`src/rtl/arrow_track.sv`:
```
// Scrolling arrow track for the rhythm game: an LFSR feeds the tail, the head is
// presented to the comparison stage, and un-hit arrows leaving the head count as misses.
module arrow_track #(
    parameter int          DEPTH    = 8,
    parameter logic [7:0]  SEED     = 8'hA5,
    parameter int          MAX_MISS = 5
) (
    input  logic                 clk,
    input  logic                 rst,
    input  logic                 start,
    input  logic                 tick,
    input  logic                 hit,
    output logic [2:0]           first,
    output logic [3*DEPTH-1:0]   track,
    output logic                 miss,
    output logic [3:0]           miss_count,
    output logic                 game_over
);

    localparam logic [2:0]         BLANK      = 3'b100;
    localparam logic [7:0]         SEED_EFF   = (SEED == 8'h00) ? 8'h01 : SEED;
    localparam logic [3:0]         MAX_MISS_L = 4'(MAX_MISS);
    localparam logic [3*DEPTH-1:0] ALL_BLANK  = {DEPTH{BLANK}};

    typedef enum logic [1:0] {
        IDLE = 2'd0,
        RUN  = 2'd1,
        OVER = 2'd2
    } state_t;

    state_t               state_q, state_d;
    logic [3*DEPTH-1:0]   track_q, track_d;
    logic [7:0]           lfsr_q, lfsr_d;
    logic                 miss_q, miss_d;
    logic [3:0]           miss_count_q, miss_count_d;
    logic [2:0]           new_arrow;
    logic [2:0]           head;

    always_ff @(posedge clk) begin
        if (rst) begin
            state_q      <= IDLE;
            track_q      <= ALL_BLANK;
            lfsr_q       <= SEED_EFF;
            miss_q       <= 1'b0;
            miss_count_q <= 4'd0;
        end else begin
            state_q      <= state_d;
            track_q      <= track_d;
            lfsr_q       <= lfsr_d;
            miss_q       <= miss_d;
            miss_count_q <= miss_count_d;
        end
    end

    always_comb begin
        state_d      = state_q;
        track_d      = track_q;
        lfsr_d       = lfsr_q;
        miss_d       = 1'b0;
        miss_count_d = miss_count_q;
        head         = track_q[2:0];
        // The tail arrow comes from the LFSR value before this tick's advance.
        new_arrow    = lfsr_q[2] ? BLANK : {1'b0, lfsr_q[1:0]};

        case (state_q)
            IDLE: begin
                if (start) state_d = RUN;
            end
            RUN: begin
                if (tick) begin
                    track_d = {new_arrow, track_q[3*DEPTH-1:3]};
                    lfsr_d  = {lfsr_q[6:0], lfsr_q[7] ^ lfsr_q[5] ^ lfsr_q[4] ^ lfsr_q[3]};
                    // A hit arriving with the tick belongs to the departing head.
                    if (head != BLANK && !hit) begin
                        miss_d = 1'b1;
                        if (miss_count_q != 4'd15) miss_count_d = miss_count_q + 4'd1;
                        if (miss_count_d >= MAX_MISS_L) state_d = OVER;
                    end
                end else if (hit && head != BLANK) begin
                    track_d[2:0] = BLANK;
                end
            end
            OVER: begin
                if (start) begin
                    track_d      = ALL_BLANK;
                    miss_count_d = 4'd0;
                    state_d      = RUN;
                end
            end
            default: state_d = IDLE;
        endcase
    end

    assign first      = track_q[2:0];
    assign track      = track_q;
    assign miss       = miss_q;
    assign miss_count = miss_count_q;
    assign game_over  = (state_q == OVER);

endmodule

```
`config.mk`:
```
export PLATFORM = sky130hd
export DESIGN_NAME = arrow_track
export DESIGN_NICKNAME = d
export VERILOG_FILES = /design/src/rtl/arrow_track.sv
export SDC_FILE = /design/constraint.sdc
export NUM_CORES = 1
export LEC_CHECK = 0
export ABC_AREA = 0
export CAP_MARGIN = 10
export CORE_MARGIN = 2
export CORE_UTILIZATION = 48
export CTS_CLUSTER_DIAMETER = 30
export CTS_CLUSTER_SIZE = 8
export DETAILED_ROUTE_END_ITERATION = 8
export PLACE_DENSITY = 0.8
export SLEW_MARGIN = 0
export SYNTH_ARGS = -nofsm -noshare
export SYNTH_HDL_FRONTEND = slang
export SYNTH_SLANG_ARGS = --single-unit
```
`constraint.sdc`:
```
create_clock -name clk -period 2.23 [get_ports clk]
set_input_delay 0.5575 -clock clk [delete_from_list [all_inputs] [get_ports clk]]
set_output_delay 0.5575 -clock clk [all_outputs]
set_load 0.02 [all_outputs]
```
* After elaboration in Yosys (flattened, before gate mapping)
Index checks and enable logic that the tools add are counted.
** Storage, ports and cells
- Output and inout port bits :: 33
- Word-level logic and storage cells :: 55
- Input bits :: 5
- Register bits after elaboration :: 39
** Cells by class
- $add $sub $neg :: 1
- Bitwise gates (word level) :: 5
- $lt $le $gt $ge :: 1
- Eq/ne operators :: 10
- Reductions and logical operators :: 12
- Mux-type cells :: 20
** Operator list (number)
- $pmux W24 S2 :: 1
- $mux W4 :: 7
- $mux W24 :: 1
- $mux W21 :: 1
- $mux W3 :: 3
- $mux W2 :: 4
- $ne A2 B2 Y1 const B :: 4
- $pmux W4 S2 :: 1
- $reduce_and A4 Y1 :: 2
- $ne A3 B3 Y1 const B :: 2
- $reduce_and A3 Y1 :: 2
- $add A4 B1 Y4 const B :: 1
- $ge A4 B3 Y1 const B :: 1
- $ne A4 B4 Y1 const B :: 1
- $pmux W2 S2 :: 1
- $reduce_or A3 Y1 :: 1
- $xor A1 B1 Y1 :: 3
- $eq A2 B1 Y1 const B :: 1
- $eq A2 B2 Y1 const B :: 1
- $logic_and A1 B1 Y1 :: 2
- $logic_not A2 Y1 :: 1
- $ne A2 B1 Y1 const B :: 1
- $not A1 Y1 :: 2
- $reduce_and A2 Y1 :: 1
- 4 further kinds :: 4

* Longest topological paths before layout
Gate-level depths: netlist of the first run.
- Word-level depth :: 10
- Gate-level depth with buffers :: 6
- Mapped depth without buffers :: 5

* Least setup slack after synthesis of the first run
OpenSTA, ideal clock, no wires.
- Path type :: input -> register
- Start :: input port tick
- End :: register miss_count_q[1], in the netlist miss_count[1]
- Setup slack :: 0.515 ns
- Data required time :: 2.155 ns
- Stages :: 4
- Arrival :: 1.640 ns
- Library setup time :: 0.075 ns
- Path buffers :: 0
- Cell sequence :: inv_2 > or3_1 > or4_1 > o22ai_1
** Between the ends
- Cells in the longest elaborated chain, start to end :: 2
** RTL lines
- from (decl) :: RTL line 11 : input logic tick,
- $ne A2 B2 Y1 (no line)
- $reduce_and A4 Y1 (no line)
- to (signal assigned) :: RTL line 51 : miss_count_q <= miss_count_d;
- to (decl) :: RTL line 35 : logic [3:0] miss_count_q, miss_count_d;
Every way passes these cells.
A chain may end at the register's enable or synchronous reset.

* Final worst setup path of the first run
- Start :: register miss_count_q[1], in the netlist miss_count[1]
- End :: output port miss_count[1]
** RTL lines
- to (decl) :: RTL line 16 : output logic [3:0] miss_count,
No word-level cell between the ends.

==> results of run 1 <==
layer usage:
| layer | global-route usage | vias to the layer above | routed length [um] |
|---|---|---|---|
| li1 | - | 702 | - |
| met1 | 0.258 | 676 | 1600 |
| met2 | 0.370 | 50 | 1770 |
| met3 | 0.0640 | 6 | 223 |
| met4 | 0.0963 | 0 | 34 |
| met5 | 0 | - | 0 |
flip-flops by register name, summed over array words and instances (netlist names):
register / count
track: 24
lfsr_q: 8
miss_count: 4
state_q: 2
miss: 1
kinds of logic (layout without fill, tap and decap cells):
group | count (synthesis) | in the layout | share of synthesized area
mux | 3 | 3 | 0.0194
fa+ha+maj | 1 | 1 | 0.00808
compound gates | 44 | 44 | 0.204
simple gates | 67 | 67 | 0.196
xor+xnor | 3 | 3 | 0.0170
buf+inv | 18 | 62 | 0.0517
flops | 39 | 39 | 0.504
power groups by stage:
stage / clock, uW / sequential (uW) / combinational (uW)
after floorplan: 0 / 731 / 55.6
after global routing: 521 / 720 / 97.8
after CTS: 490 / 717 / 88.5
after detailed placement: 0 / 732 / 88.2
final: 479 / 717 / 88.6
after global placement: 0 / 732 / 84.4
cell type report:
cell class	instances	share of cell area
Clock inverter	3	0.0211
Inverter	7	0.0127
Clock buffer	5	0.0181
Tap cell	44	0.0265
Sequential cell	39	0.376
Multi-Input combinational cell	118	0.331
Timing Repair Buffer	47	0.214
cells in the final DEF, fill, tap and decap left out, types with 4 or more instances in the layout:
cell             synthesis  layout
o21ai_0                  4       4
nor2_1                  22      22
dfxtp_1                 39      39
o22ai_1                  7       7
inv_1                    6       6
buf_4                    3      10
nand2_1                 26      26
a21oi_1                  8       8
clkbuf_4                 0       5
clkdlybuf4s50_1          0      36
a22oi_1                 14      14
worst max path at each step:
stage | endpoint | depth (start not counted) | from
2_1_floorplan | miss_count[1]$_SDFFE_PP0P_ | 4 | tick
3_3_place_gp | miss_count[1]$_SDFFE_PP0P_ | 5 | tick
3_5_place_dp | miss_count[1]$_SDFFE_PP0P_ | 5 | tick
4_1_cts | miss_count[1] | 1 | miss_count[1]$_SDFFE_PP0P_
5_1_grt | miss_count[1] | 1 | miss_count[1]$_SDFFE_PP0P_
6_report | miss_count[1] | 1 | miss_count[1]$_SDFFE_PP0P_
through the flow:
step / worst slack, ns / TNS, ns / instance area, um^2
2_1_floorplan: 0.515 / 0 / 1550
4_1_cts: 0.139 / 0 / 2070
3_3_place_gp: -0.00103 / -0.00103 / 1990
3_5_place_dp: -0.0833 / -0.136 / 1990
5_1_grt: 0.0963 / 0 / 2070
6_report: 0.151 / 0 / 2070
==> impl_metrics.py, run 1 <==
metrics = {
    "route": {
        "route.detailed.drc": 0,
        "drt.antenna.violating_nets": 0,
        "dr.pass1.iters": 5,
        "drt_iter0_drc": 78,
        "wl_um": 3620,
        "vias_per_cell": 5.45,
        "vias": 1434,
        "post_drt_wl_per_cell_um": 13.8,
    },
    "synthesis": {
        "synth_seq_area_share": 0.504,
        "syn_nets": 181,
        "synth-async-reset-ratio": 0,
        "ys_ff_latch": 39,
        "syn_area_um2": 1550,
        "ys.flop_type": "dfxtp_1",
        "synth_cell_types": 36,
        "yosysMostFrequentCell": "dfxtp_1",
        "synth_edf_count": 0,
        "yosys.area.top_type": "dfxtp_1",
        "synthCells": 175,
        "synth_top_area_frac": 0.504,
        "synth_commonest_cells": "dfxtp_1 (39), nand2_1 (26), nor2_1 (22)",
        "syn-mean-instance-area_um2": 8.84,
        "netlist_top_cells_area": "dfxtp_1 (50%), a22oi_1 (6.8%), nand2_1 (6.3%)",
        "yosysWarnings": 0,
    },
    "cells_and_area": {
        "n_antenna_cell": 0,
        "syn2layout_area_growth_pct": 34.0,
        "nFillCells": 256,
        "nets": 224,
        "drive_gt1_frac": 0.105,
        "fin_util": 0.680,
        "fin_cells": 263,
        "ff_latch_area_um2": 781,
        "multiInputGateArea_um2": 687,
    },
    "global_route": {
        "grt_start_max_net_pins": 27,
        "grt_pass1_vias": 1335,
        "grt.total_usage": 0.219,
        "grt_overflow": 0,
        "antenna_found_initial": 0,
        "grt_pass1_wl_um": 5950,
    },
    "setup_path": {
        "critPathLaunchType": "flop",
        "path_delay_family": "buffers and inverters",
        "critPathKind": "flop to output pin",
        "required_ns": 1.67,
        "r2r-end": "miss_count[1]$_SDFFE_PP0P_",
        "critPathArrivalTime_ns": 1.52,
        "slowest_stage": "clkdlybuf4s50_1",
        "path_max_fanout": 8,
        "r2r_start": "track[0]$_SDFFE_PP0P_",
        "cp-end-kind": "output pin",
        "crit_buf_inv": 1,
        "reg2reg_slack_ns": 0.55,
        "crit_chain": "clkdlybuf4s50_1",
        "rr_worst_depth": 4,
        "critical-path-max-stage-delay_ns": 0.67,
    },
    "job": {
        "max_cap_viol_count": 0,
    },
    "floorplanning": {
        "die_h_um": 60.8,
        "pin_count": 38,
        "die-area_um2": 3690,
        "die_x_um": 60.8,
        "initial_core_util": 0.507,
        "core_area_um2": 3050,
        "rows": 20,
    },
    "power": {
        "swShare": 0.237,
        "leakage_uw": 0.000798,
        "p_clk_frac": 0.373,
        "p_per_area_nw_per_um2": 619,
        "seqPwrFrac": 0.558,
        "power.internal_uw": 980,
        "ir_worst_vdd_mv": 0.458,
        "power_frac_comb": 0.069,
        "power_uw": 1290,
        "p_sw_uw": 305,
    },
    "timing": {
        "layout_min_cycle_time_ns": 2.08,
        "finalMaxSlewViolations": 0,
        "rsz0062_at_grt": "false",
        "slew_headroom": 0.704,
        "worstMarginPinSlew_ns": 0.442,
        "setup_viol": 0,
        "hold_viol_final": 0,
        "fmax_mhz": 481,
        "period_share": 0.932,
        "holdWs_ns": 0.492,
        "fin_worst_skew_ns": 0.00617,
    },
    "place": {
        "hpwl_um": 2540,
        "place_congestion": 0.783,
        "portBuffers": 37,
        "dp_cells": 255,
    },
    "hold_path": {
        "holdCritStartpoint": "lfsr_q[6]$_SDFFE_PP0P_",
        "hold_path.class": "flop to flop",
        "holdPathStages": 2,
        "whs_endpoint": "lfsr_q[7]$_SDFFE_PP1P_",
    },
    "run_status": {
        "outcome": "completed",
    },
    "clock_tree": {
        "clock-sinks": 39,
        "post_cts_buffers": 0,
        "cts_tree": "built",
        "ctsHoldBuffers": 0,
        "clk_pin_slew_ns": 0.12,
        "clkLatencyLatePin_ns": 0.35,
        "ctsResizeCount": 1,
        "cts_max_level": 2,
        "clockBufferDepth": 2,
        "root_buffer": "clkbuf_4",
        "cts_buffers": 5,
    },
}
Power figures use the tool's default switching activity.
==> inputs of run 2 (changes only) <==
Settings changed: CORE_ASPECT_RATIO set to 0.9, GPL_ROUTABILITY_DRIVEN set to 0.
==> run 2 against run 1 <==
Global-route usage fell by 1.3 points. First-iteration DRC count is 28% higher. Register-to-register slack is essentially flat.
==> impl_metrics.py, run 2 (same netlist as run 1, synthesis figures left out) <==
metrics = {
    "global_route": {
        "grt_overflow": 0,
        "grt_start_max_net_pins": 27,
        "grt.total_usage": 0.206,
        "grt_pass1_vias": 1283,
        "antenna_found_initial": 0,
        "grt_pass1_wl_um": 6010,
    },
    "timing": {
        "rsz0062_at_grt": "false",
        "period_share": 0.921,
        "fin_worst_skew_ns": 0.0114,
        "slew_headroom": 0.596,
        "layout_min_cycle_time_ns": 2.05,
        "setup_viol": 0,
        "hold_viol_final": 0,
        "setup_ws_ns": 0.175,
        "worstMarginPinSlew_ns": 0.606,
        "finalMaxSlewViolations": 0,
        "fmax_mhz": 487,
    },
    "run_status": {
        "outcome": "completed",
    },
    "power": {
        "p_clk_frac": 0.333,
        "ir_worst_vdd_mv": 0.375,
        "swShare": 0.230,
        "p_per_area_nw_per_um2": 583,
        "leakage_uw": 0.000806,
        "seqPwrFrac": 0.594,
        "power.internal_uw": 929,
        "power_frac_comb": 0.073,
        "p_sw_uw": 277,
    },
    "floorplanning": {
        "core_area_um2": 3070,
        "die-area_um2": 3700,
        "initial_core_util": 0.505,
        "pin_count": 38,
        "die_h_um": 57.9,
        "die_x_um": 63.9,
        "rows": 19,
    },
    "cells_and_area": {
        "multiInputGateArea_um2": 691,
        "largest_reg_flops": 24,
        "nets": 224,
        "syn2layout_area_growth_pct": 33.5,
        "nFillCells": 255,
        "drive_gt1_frac": 0.105,
        "layout_commonest_cell": "dfxtp_1",
        "n_antenna_cell": 0,
        "fin_util": 0.674,
        "layout_common_cells": "dfxtp_1 (39), clkdlybuf4s50_1 (36), nand2_1 (26)",
        "ff_latch_area_um2": 781,
    },
    "route": {
        "vias_per_cell": 5.53,
        "vias": 1444,
        "drt_iter0_drc": 100,
        "route.detailed.drc": 0,
        "post_drt_wl_per_cell_um": 14.0,
        "drt.antenna.violating_nets": 0,
        "dr.pass1.iters": 5,
        "wl_um": 3660,
    },
    "clock_tree": {
        "clockBufferDepth": 2,
        "ctsHoldBuffers": 0,
        "root_buffer": "clkbuf_4",
        "cts_tree": "built",
        "clk_pin_slew_ns": 0.11,
        "cts_max_level": 2,
        "clock-sinks": 39,
        "clkLatencyLatePin_ns": 0.33,
        "cts_buffers": 5,
    },
    "setup_path": {
        "critPathArrivalTime_ns": 1.50,
        "path_delay_family": "buffers and inverters",
        "critPathLaunchType": "flop",
        "path_max_fanout": 8,
        "crit_chain": "clkdlybuf4s50_1",
        "critical-path-max-stage-delay_ns": 0.68,
        "required_ns": 1.67,
        "critPathKind": "flop to output pin",
        "crit_buf_inv": 1,
        "cp-end-kind": "output pin",
        "slowest_stage": "clkdlybuf4s50_1",
    },
    "place": {
        "dp_slack_ns": -0.210,
        "hpwl_um": 2610,
        "portBuffers": 37,
    },
    "job": {
        "max_cap_viol_count": 0,
    },
    "hold_path": {
        "hold_path.class": "flop to flop",
    },
}
==> run 2: changes by cell type in the layout (fill, tap and decap cells not counted), sizes merged <==
cell          before  now
clkinv             2    0
dlygate4sd2        1    0
clkbuf             5    8
bufinv             1    0
dlymetal6s2s       0    1
==> run 2: final timing paths <==
| kind | to | start | slack (ns) | cells past startpoint |
|---|---|---|---|---|
| hold / removal | lfsr_q[6]$_SDFFE_PP0P_ | lfsr_q[6]$_SDFFE_PP0P_ | 0.47 | 2 |
| hold reg to reg | lfsr_q[6]$_SDFFE_PP0P_ | lfsr_q[6]$_SDFFE_PP0P_ | 0.47 | 2 |
| setup / recovery | miss_count[2] | miss_count[2]$_SDFFE_PP0P_ | 0.18 | 1 |
| setup reg to reg | miss_count[1]$_SDFFE_PP0P_ | track[2]$_SDFFE_PP1P_ | 0.56 | 4 |
==> run 2: what timing repair did <==
action / CTS / global route
buffers inserted: 0 / 0
gates resized for setup: 0 / 2
endpoints found under the setup margin: 0 / 3
==> run 2: cell type report <==
| cell class | instances | share of cell area |
|---|---|---|
| Tap cell | 42 | 0.0254 |
| Clock buffer | 8 | 0.0333 |
| Sequential cell | 39 | 0.378 |
| Timing Repair Buffer | 47 | 0.217 |
| Inverter | 7 | 0.0127 |
| Multi-Input combinational cell | 118 | 0.334 |
==> run 2: power by group through the flow <==
| stage | Sequential, uW | Clock (uW) | Combinational [uW] |
|---|---|---|---|
| floorplan | 731 | 0 | 55.6 |
| global placement | 732 | 0 | 83.4 |
| detailed placement | 732 | 0 | 87.2 |
| CTS | 717 | 413 | 87.5 |
| global route | 719 | 444 | 97.3 |
| finish | 717 | 401 | 88.1 |
==> run 2: metrics by stage <==
stage          hold WS [ns]  TNS, ns  total power, uW  cells  area (um^2)
6_report              0.474        0             1210    261         2070
5_1_grt               0.506        0             1260    261         2070
4_1_cts               0.474        0             1220    261         2060
3_5_place_dp          0.458    -2.48              819    253         1990
3_3_place_gp          0.447    -1.26              815    253         1990
2_1_floorplan         0.437        0              787    175         1550
==> run 2: metal layers <==
metal | global-route usage | routed length [um] | vias up
li1 | - | - | 705
met1 | 0.286 | 1700 | 680
met2 | 0.315 | 1680 | 57
met3 | 0.0660 | 263 | 2
met4 | 0.0466 | 17 | 0
met5 | 0 | 0 | -
